### config.mk
export PLATFORM = sky130hd
export DESIGN_NAME = lag_scan_scheduler
export DESIGN_NICKNAME = d
export VERILOG_FILES = /design/src/rtl/lag_scan_scheduler.sv
export SDC_FILE = /design/constraint.sdc
export NUM_CORES = 2
export LEC_CHECK = 0
export ABC_CLOCK_PERIOD_IN_PS = 40600
export CAP_MARGIN = 20
export CORE_UTILIZATION = 60
export CTS_CLUSTER_DIAMETER = 80
export CTS_CLUSTER_SIZE = 14
export DETAILED_ROUTE_END_ITERATION = 8
export PLACE_DENSITY = 0.93
export SETUP_SLACK_MARGIN = 0.05
export SLEW_MARGIN = 20
export SYNTH_ARGS = -nofsm -noshare
export SYNTH_HDL_FRONTEND = slang
export SYNTH_SLANG_ARGS = --single-unit
### constraint.sdc
create_clock -name pllclk -period 40.6 [get_ports pllclk]
set_clock_uncertainty 0.1 [all_clocks]
set_input_delay 8.12 -clock pllclk [delete_from_list [all_inputs] [get_ports pllclk]]
set_output_delay 8.12 -clock pllclk [all_outputs]
set_load 0.05 [all_outputs]
### src/rtl/lag_scan_scheduler.sv
// ---------------------------------------------------------------------------
// lag_scan_scheduler
//
// Runs the correlator integration cycle. Each packet has these phases:
//   clear counters -> integrate for a programmed number of pllclk cycles ->
//   one-cycle capture strobe -> wait for the packet to finish sending ->
//   step every channel's sampling-clock lag by its increment.
// Each lag wraps back to its start value once it would reach start+length.
// A sweep is complete once every channel has wrapped at least once.
//
// Ports
//   pllclk         sole clock, rising edge
//   reset          asynchronous, active-high
//   start          level; high keeps the scheduling loop running
//   single_shot    1 = return to IDLE after the first complete sweep
//   scan_en        per-channel sweep enable
//   lag_tmp_a      per-channel sweep start      (shadowed on IDLE exit)
//   lag_len_a      per-channel sweep length     (shadowed on IDLE exit)
//   lag_inc_a      per-channel step             (shadowed on IDLE exit)
//   integ_cycles   integration length; 0 behaves as 1
//   tx_done        one-cycle pulse, packet fully sent (used in WAIT_TX only)
//   lag_a          current lag per channel, to CLK_GEN
//   counter_reset  clears correlator counters (IDLE and CLEAR)
//   integrating    high during the integration window
//   capture        one-cycle latch strobe to the packet register
//   scan_done      one-cycle pulse after the STEP that completes a sweep
//   busy           high in every state except IDLE
// ---------------------------------------------------------------------------
module lag_scan_scheduler #(
   parameter int NUM_INPUTS   = 8,
   parameter int LAG_WIDTH    = 20,
   parameter int INC_WIDTH    = 12,
   parameter int INTEG_WIDTH  = 24,
   parameter int CLEAR_CYCLES = 4
) (
   input  logic                            pllclk,
   input  logic                            reset,
   input  logic                            start,
   input  logic                            single_shot,
   input  logic [NUM_INPUTS-1:0]           scan_en,
   input  logic [NUM_INPUTS*LAG_WIDTH-1:0] lag_tmp_a,
   input  logic [NUM_INPUTS*LAG_WIDTH-1:0] lag_len_a,
   input  logic [NUM_INPUTS*INC_WIDTH-1:0] lag_inc_a,
   input  logic [INTEG_WIDTH-1:0]          integ_cycles,
   input  logic                            tx_done,
   output logic [NUM_INPUTS*LAG_WIDTH-1:0] lag_a,
   output logic                            counter_reset,
   output logic                            integrating,
   output logic                            capture,
   output logic                            scan_done,
   output logic                            busy
);

   localparam int LW = NUM_INPUTS * LAG_WIDTH;
   localparam int IW = NUM_INPUTS * INC_WIDTH;
   localparam logic [INTEG_WIDTH-1:0] CLEAR_LAST = INTEG_WIDTH'(CLEAR_CYCLES - 1);

   typedef enum logic [2:0] {
      IDLE, CLEAR, INTEGRATE, CAPTURE, WAIT_TX, STEP
   } state_t;

   state_t                 state, state_nxt;
   logic [LW-1:0]          tmp_q, len_q, lag_q, step_lag;
   logic [IW-1:0]          inc_q;
   logic [NUM_INPUTS-1:0]  wrap_q, step_wrap;
   logic                   all_wrapped;
   logic [INTEG_WIDTH-1:0] cnt_q, integ_last;
   logic                   scan_done_q;
   logic [LAG_WIDTH:0]     end_v, nxt_v;

   // A zero integration length is stretched to one cycle.
   assign integ_last = (integ_cycles == '0) ? '0 : integ_cycles - 1'b1;

   // Next lag per channel. end/nxt carry one extra bit so that a sum past the
   // top of the lag range is seen as a wrap rather than silently truncated.
   always_comb begin
      // NOTE: every variable gets a default first so no path leaves one
      // unassigned, which would infer a latch.
      step_lag = lag_q;
      step_wrap = wrap_q;
      end_v = '0;
      nxt_v = '0;
      for (int i = 0; i < NUM_INPUTS; i++) begin
         end_v = {1'b0, tmp_q[i*LAG_WIDTH +: LAG_WIDTH]} + {1'b0, len_q[i*LAG_WIDTH +: LAG_WIDTH]};
         nxt_v = {1'b0, lag_q[i*LAG_WIDTH +: LAG_WIDTH]}
               + (LAG_WIDTH+1)'(inc_q[i*INC_WIDTH +: INC_WIDTH]);
         if (!scan_en[i] || inc_q[i*INC_WIDTH +: INC_WIDTH] == '0
             || len_q[i*LAG_WIDTH +: LAG_WIDTH] == '0
             || nxt_v >= end_v || nxt_v[LAG_WIDTH]) begin
            step_lag[i*LAG_WIDTH +: LAG_WIDTH] = tmp_q[i*LAG_WIDTH +: LAG_WIDTH];
            step_wrap[i] = 1'b1;
         end else begin
            step_lag[i*LAG_WIDTH +: LAG_WIDTH] = nxt_v[LAG_WIDTH-1:0];
         end
      end
   end

   assign all_wrapped = &step_wrap;

   // State register
   always_ff @(posedge pllclk or posedge reset) begin
      if (reset) state <= IDLE;
      else       state <= state_nxt;
   end

   // Next-state logic
   always_comb begin
      state_nxt = state;
      case (state)
         IDLE:      if (start) state_nxt = CLEAR;
         CLEAR:     if (!start) state_nxt = IDLE;
                    else if (cnt_q == CLEAR_LAST) state_nxt = INTEGRATE;
         INTEGRATE: if (!start) state_nxt = IDLE;
                    else if (cnt_q >= integ_last) state_nxt = CAPTURE;
         CAPTURE:   state_nxt = WAIT_TX;
         WAIT_TX:   if (tx_done) state_nxt = STEP;
         STEP:      if (!start || (all_wrapped && single_shot)) state_nxt = IDLE;
                    else state_nxt = CLEAR;
         default:   state_nxt = IDLE;
      endcase
   end

   // Datapath: shadow registers, lags, wrap flags, phase counter
   always_ff @(posedge pllclk or posedge reset) begin
      // NOTE: the shadow and lag registers are ordinary flops, not a RAM, so
      // they take the async reset like the rest of the state.
      if (reset) begin
         tmp_q       <= '0;
         len_q       <= '0;
         inc_q       <= '0;
         lag_q       <= '0;
         wrap_q      <= '0;
         cnt_q       <= '0;
         scan_done_q <= 1'b0;
      end else begin
         // NOTE: non-blocking throughout; every register here samples the
         // pre-edge values of the others.
         scan_done_q <= 1'b0;
         cnt_q <= ((state == CLEAR || state == INTEGRATE) && state_nxt == state)
                  ? cnt_q + 1'b1 : '0;
         case (state)
            IDLE: if (start) begin
               tmp_q  <= lag_tmp_a;
               len_q  <= lag_len_a;
               inc_q  <= lag_inc_a;
               lag_q  <= lag_tmp_a;
               wrap_q <= '0;
            end
            STEP: begin
               lag_q <= step_lag;
               if (all_wrapped) begin
                  wrap_q      <= '0;
                  scan_done_q <= 1'b1;
               end else begin
                  wrap_q <= step_wrap;
               end
            end
            default: ;
         endcase
      end
   end

   assign lag_a         = lag_q;
   assign counter_reset = (state == IDLE) || (state == CLEAR);
   assign integrating   = (state == INTEGRATE);
   assign capture       = (state == CAPTURE);
   assign busy          = (state != IDLE);
   assign scan_done     = scan_done_q;

endmodule

Word level (Yosys, flattened, before mapping). Cells that the tools add are included.

Bits in registers: 612. Input bits: 453. Output and inout port bits: 165.

Add/sub/neg operators: 18. $lt $le $gt $ge: 9. Eq/ne operators: 8. Muxes and demuxes: 33. Reduce and logical (&&, ||, !) cells: 69.

Operators by type and width (number): $pmux W160 S2 (1); $add A20 B12 Y21 (8); $add A20 B20 Y21 (8); $ge A21 B21 Y1 (8); $logic_not A20 Y1 (8); $mux W160 (1); $mux W20 (8); $logic_not A12 Y1 (8); $mux W24 (2); $logic_or A1 B1 Y1 (35); $add A24 B1 Y24 const B (1); $eq A24 B2 Y1 const B (1); $ge A24 B24 Y1 (1); $logic_not A24 Y1 (1); $sub A24 B1 Y24 const B (1); $mux W3 (6); $pmux W3 S6 (1); $mux W8 (2); $pmux W8 S2 (1); $mux W1 (11); $logic_not A1 Y1 (9); $reduce_and A8 Y1 (1); $eq A3 B2 Y1 const B (2); $eq A3 B3 Y1 const B (2); other kinds (8) (10).

Depth between registers and ports, before layout.
Depth in word-level cells: 14. Gate-level depth with buffers: 25. Depth with buffers taken out: 24.

Worst setup path before layout. OpenSTA, ideal clock, no wires.

Kind: in2reg. Start: in integ_cycles[5]. End: reg cnt_q[10]. Setup time: 0.072 ns. Data arrival time: 11.316 ns. Path slack: 29.112 ns. Cell stages on the path: 18. Path buffers: 1. Cells stage by stage: nor4_1 > nand2b_1 > nor2_1 > and3_1 > nand2_1 > nor4_1 > xor2_1 > nand2_1 > ha_1 > a21o_1 > a211o_1 > or3_1 > a21oi_1 > nor3_1 > o22ai_1 > nand2_1 > clkbuf_1 > nor2_1.

Cells in the longest elaborated chain, start to end: 9. Elaborated cells on any way between the ends: 10.

Ends and longest elaborated chain: from (decl) (RTL line 44) `input logic [INTEG_WIDTH-1:0] integ_cycles,`; $sub A24 B1 Y24 or $logic_not A24 Y1 (tied branches) (RTL line 72) `assign integ_last = (integ_cycles == '0) ? '0 : integ_cycles - 1'b1;`; $mux W24 (*) (RTL line 72); $ge A24 B24 Y1 (*) (RTL line 114) `else if (cnt_q >= integ_last) state_nxt = CAPTURE;`; $mux W3 (*) (RTL line 114); $mux W3 (*) (RTL line 113) `INTEGRATE: if (!start) state_nxt = IDLE;`; $pmux W3 S6 (*) (RTL line 109) `case (state)`; $eq A3 B3 Y1 (*) (RTL line 139) `cnt_q <= ((state == CLEAR || state == INTEGRATE) && state_nxt == state)`; $logic_and A1 B1 Y1 (*) (RTL line 139); $mux W24 (*) (RTL line 140) `? cnt_q + 1'b1 : '0;`; to (signal assigned) (RTL line 139); to (decl) (RTL line 67) `logic [INTEG_WIDTH-1:0] cnt_q, integ_last;`.

Every way passes the cells marked *; elsewhere a longest branch is shown, timed or not. A chain may end at the register's enable or synchronous reset.

Worst setup path in the final report.
Start: in integ_cycles[18]. End: reg cnt_q[9].

The elaborated chain is that of the path after synthesis.

==> metrics.cfg <==
[outcome]
status=completed

[routing]
vias=40450
drcViolationCount=0
wire_per_inst_um=20.43
drt_iter0_drc=4088
ant_nets=0
first_pass_iters=6
avgViaCountPerCell=6.138
drt_wl_total_um=134600

[cts]
cts_tree=built
cts_resized=0
path_clk_slew_ns=0.06
ctsLongestPathBuffers=3
cts_buffers=53
clock_sinks=612
worstSkewPairLatency_ns=0.63
cts_root_buf=clkbuf_16
htreeDepth=2
hold_buffers=0
post-cts-setup-buffers=0

[sta]
finalCritPeriodShare=0.3124
min_period_ns=12.69
setup_tns_ns=0
setup_violations=0
tightest_slew_ns=1.080
rsz0062_at_grt=false
slew_violations=0
slew-limit-headroom=0.2797
hold_viol=0
fmax_mhz=78.83

[synthesis]
ys_seq_area_frac=0.3606
synth_ff_type=dfrtp_1
avgSynthCellArea_um2=8.314
synth_cell_types=82
ys_seq_elements=612
syn_inst=5108
synth_top_area_cell=dfrtp_1
syn_area_mm2=0.04247
synth-async-reset-ratio=1.000
synthTopCellsByArea=dfrtp_1, nand2_1, ha_1
synth_edf_count=0
yosysTopAreaCellShare=0.3606
synth_fp_nets=6027
ys_warn_count=0

[placement]
gp_congestion=0.9699
dp_hpwl_um=100600
port_buffers=617

[worst_setup_path]
reg2reg_slack_ns=34.20
required_ns=41.02
cp.arrival_ns=13.10
path_class=in -> reg
cp-end-kind=flop
cp_max_fo=23
start_kind=primary input

[floorplanning]
pin_count=618
die_y_um=268.0
floorplan.rows=97
fp.dieW_um=268.0
die_area_mm2=0.07185
start_util=0.6064
fp.coreArea_mm2=0.07003

[power_and_ir_drop]
p_per_area_mw_per_mm2=61.45
leakagePower_nw=24.70
ir_drop_mv=0.04404

[global_routing]
grt.overflow.total=0
grt_pass1_vias=39710
antenna_found_initial=10
grt_start_max_net_pins=220
grt_pass1_wl_um=210100
grt_usage=0.3693

[cells_and_area]
fin_util=0.7267
final_nets=6545
area_growth_pct=19.83
final_common_cell=nand2_1
drive_gt1_frac=0.02499
final_cell_mix=nand2_1, clkdlybuf4s50_1, dfrtp_1, ha_1, a21oi_1
fillers=5022

[job]
maxCapViolCount=0

[hold_path]
hp-class=reg -> reg

-- registers in the layout, indices dropped and copies added (netlist names) --
signal     cells
cnt_q         24
inc_q         96
lag_a        160
len_q        160
scan_done      1
state          3
tmp_q        160
wrap_q         8
-- per-layer routing --
metal | up-vias | wire length (um) | track usage | share of wire
met4 | 2 | 8890 | 0.2334 | 0.066
li1 | 18710 | - | - | -
met1 | 19070 | 51460 | 0.4579 | 0.38
met2 | 2142 | 62070 | 0.5927 | 0.46
met5 | - | 11 | 0 | 0.000082
met3 | 524 | 12200 | 0.07193 | 0.091
-- worst max-delay path: stages --
cell and delay, ns:
clkdlybuf4s50_1 0.49, or4_1 0.61, nor4_1 0.32, nand4_1 0.80, and2_1 0.47, ha_1 0.26, nand2b_1 0.14, a21o_1 0.17
a21oi_1 0.13, o21ai_0 0.10, a31o_2 0.25, a21oi_1 0.14, nor3_1 0.11, o22ai_1 0.20, nand2_1 0.49, nor2_1 0.30
-- Yosys cell counts (32+ instances only) --
library cell,instances
inv_1,140
mux2i_1,95
nor2b_1,54
nand2b_1,43
clkbuf_1,153
nor3_1,102
a21o_1,60
o21bai_1,32
nor2_1,263
nor4_1,76
xor2_1,138
a21oi_1,275
nand4_1,40
a31oi_1,81
nand2_1,1549
o21ai_0,129
ha_1,450
xnor2_1,177
and3_1,130
a211oi_1,49
o21a_1,39
nand3_1,92
dfrtp_1,612
-- final cells by class --
| class | instances | area, um^2 | area share |
|---|---|---|---|
| antenna | 8 | 20.02 | 0.0003934 |
| clock buffer | 59 | 1379 | 0.02710 |
| clock inverter | 12 | 92.59 | 0.001820 |
| inverter | 140 | 533.0 | 0.01047 |
| multi-input combinational | 4179 | 25980 | 0.5106 |
| sequential | 612 | 15310 | 0.3010 |
| tap | 940 | 1176 | 0.02311 |
| timing repair buffer | 640 | 6390 | 0.1256 |
-- power breakdown --
part / switching (W) / internal, W
registers: 0.000162 / 0.000736
clock network: 0.000239 / 0.000240
logic: 0.00103 / 0.000724
-- final timing paths --
| kind | startpoint | end | cells after the start |
|---|---|---|---|
| max | integ_cycles[18] | cnt_q[9] | 16 |
| min | wrap_q[1] | wrap_q[1] | 1 |
| max reg2reg | tmp_q[0] | wrap_q[2] | 22 |
| min reg2reg | wrap_q[1] | wrap_q[1] | 1 |
| max in group asynchronous | reset | lag_a[154] | 5 |
| min in group asynchronous | reset | inc_q[45] | 2 |
-- metrics by stage --
stage	cell area (um^2)	setup slack, ns	instances	power (W)	hold slack (ns)
2_1_floorplan	42470	15.24	5108	0.002109	0.3563
3_3_place_gp	49390	27.42	6511	0.002535	0.3745
3_5_place_dp	49390	27.33	6511	0.002605	0.3789
4_1_cts	50860	27.95	6582	0.003099	0.3937
5_1_grt	50890	27.48	6590	0.003345	0.4185
6_report	50890	27.91	6590	0.003127	0.3877
-- kinds of logic (layout without fill, tap and decap cells) --
logic type,count (synthesis),count (layout),synth area share
adders and majority gates,466,466,0.1401
and+or+nand+nor,2440,2440,0.2495
other,0,8,0
xor gates and xnor gates,315,315,0.06497
DFF,612,612,0.3606
AOI/OAI and AO/OA,863,863,0.1339
muxes,95,95,0.02239
buffers and inverters,317,851,0.02849
Power figures use the tool's default switching activity.
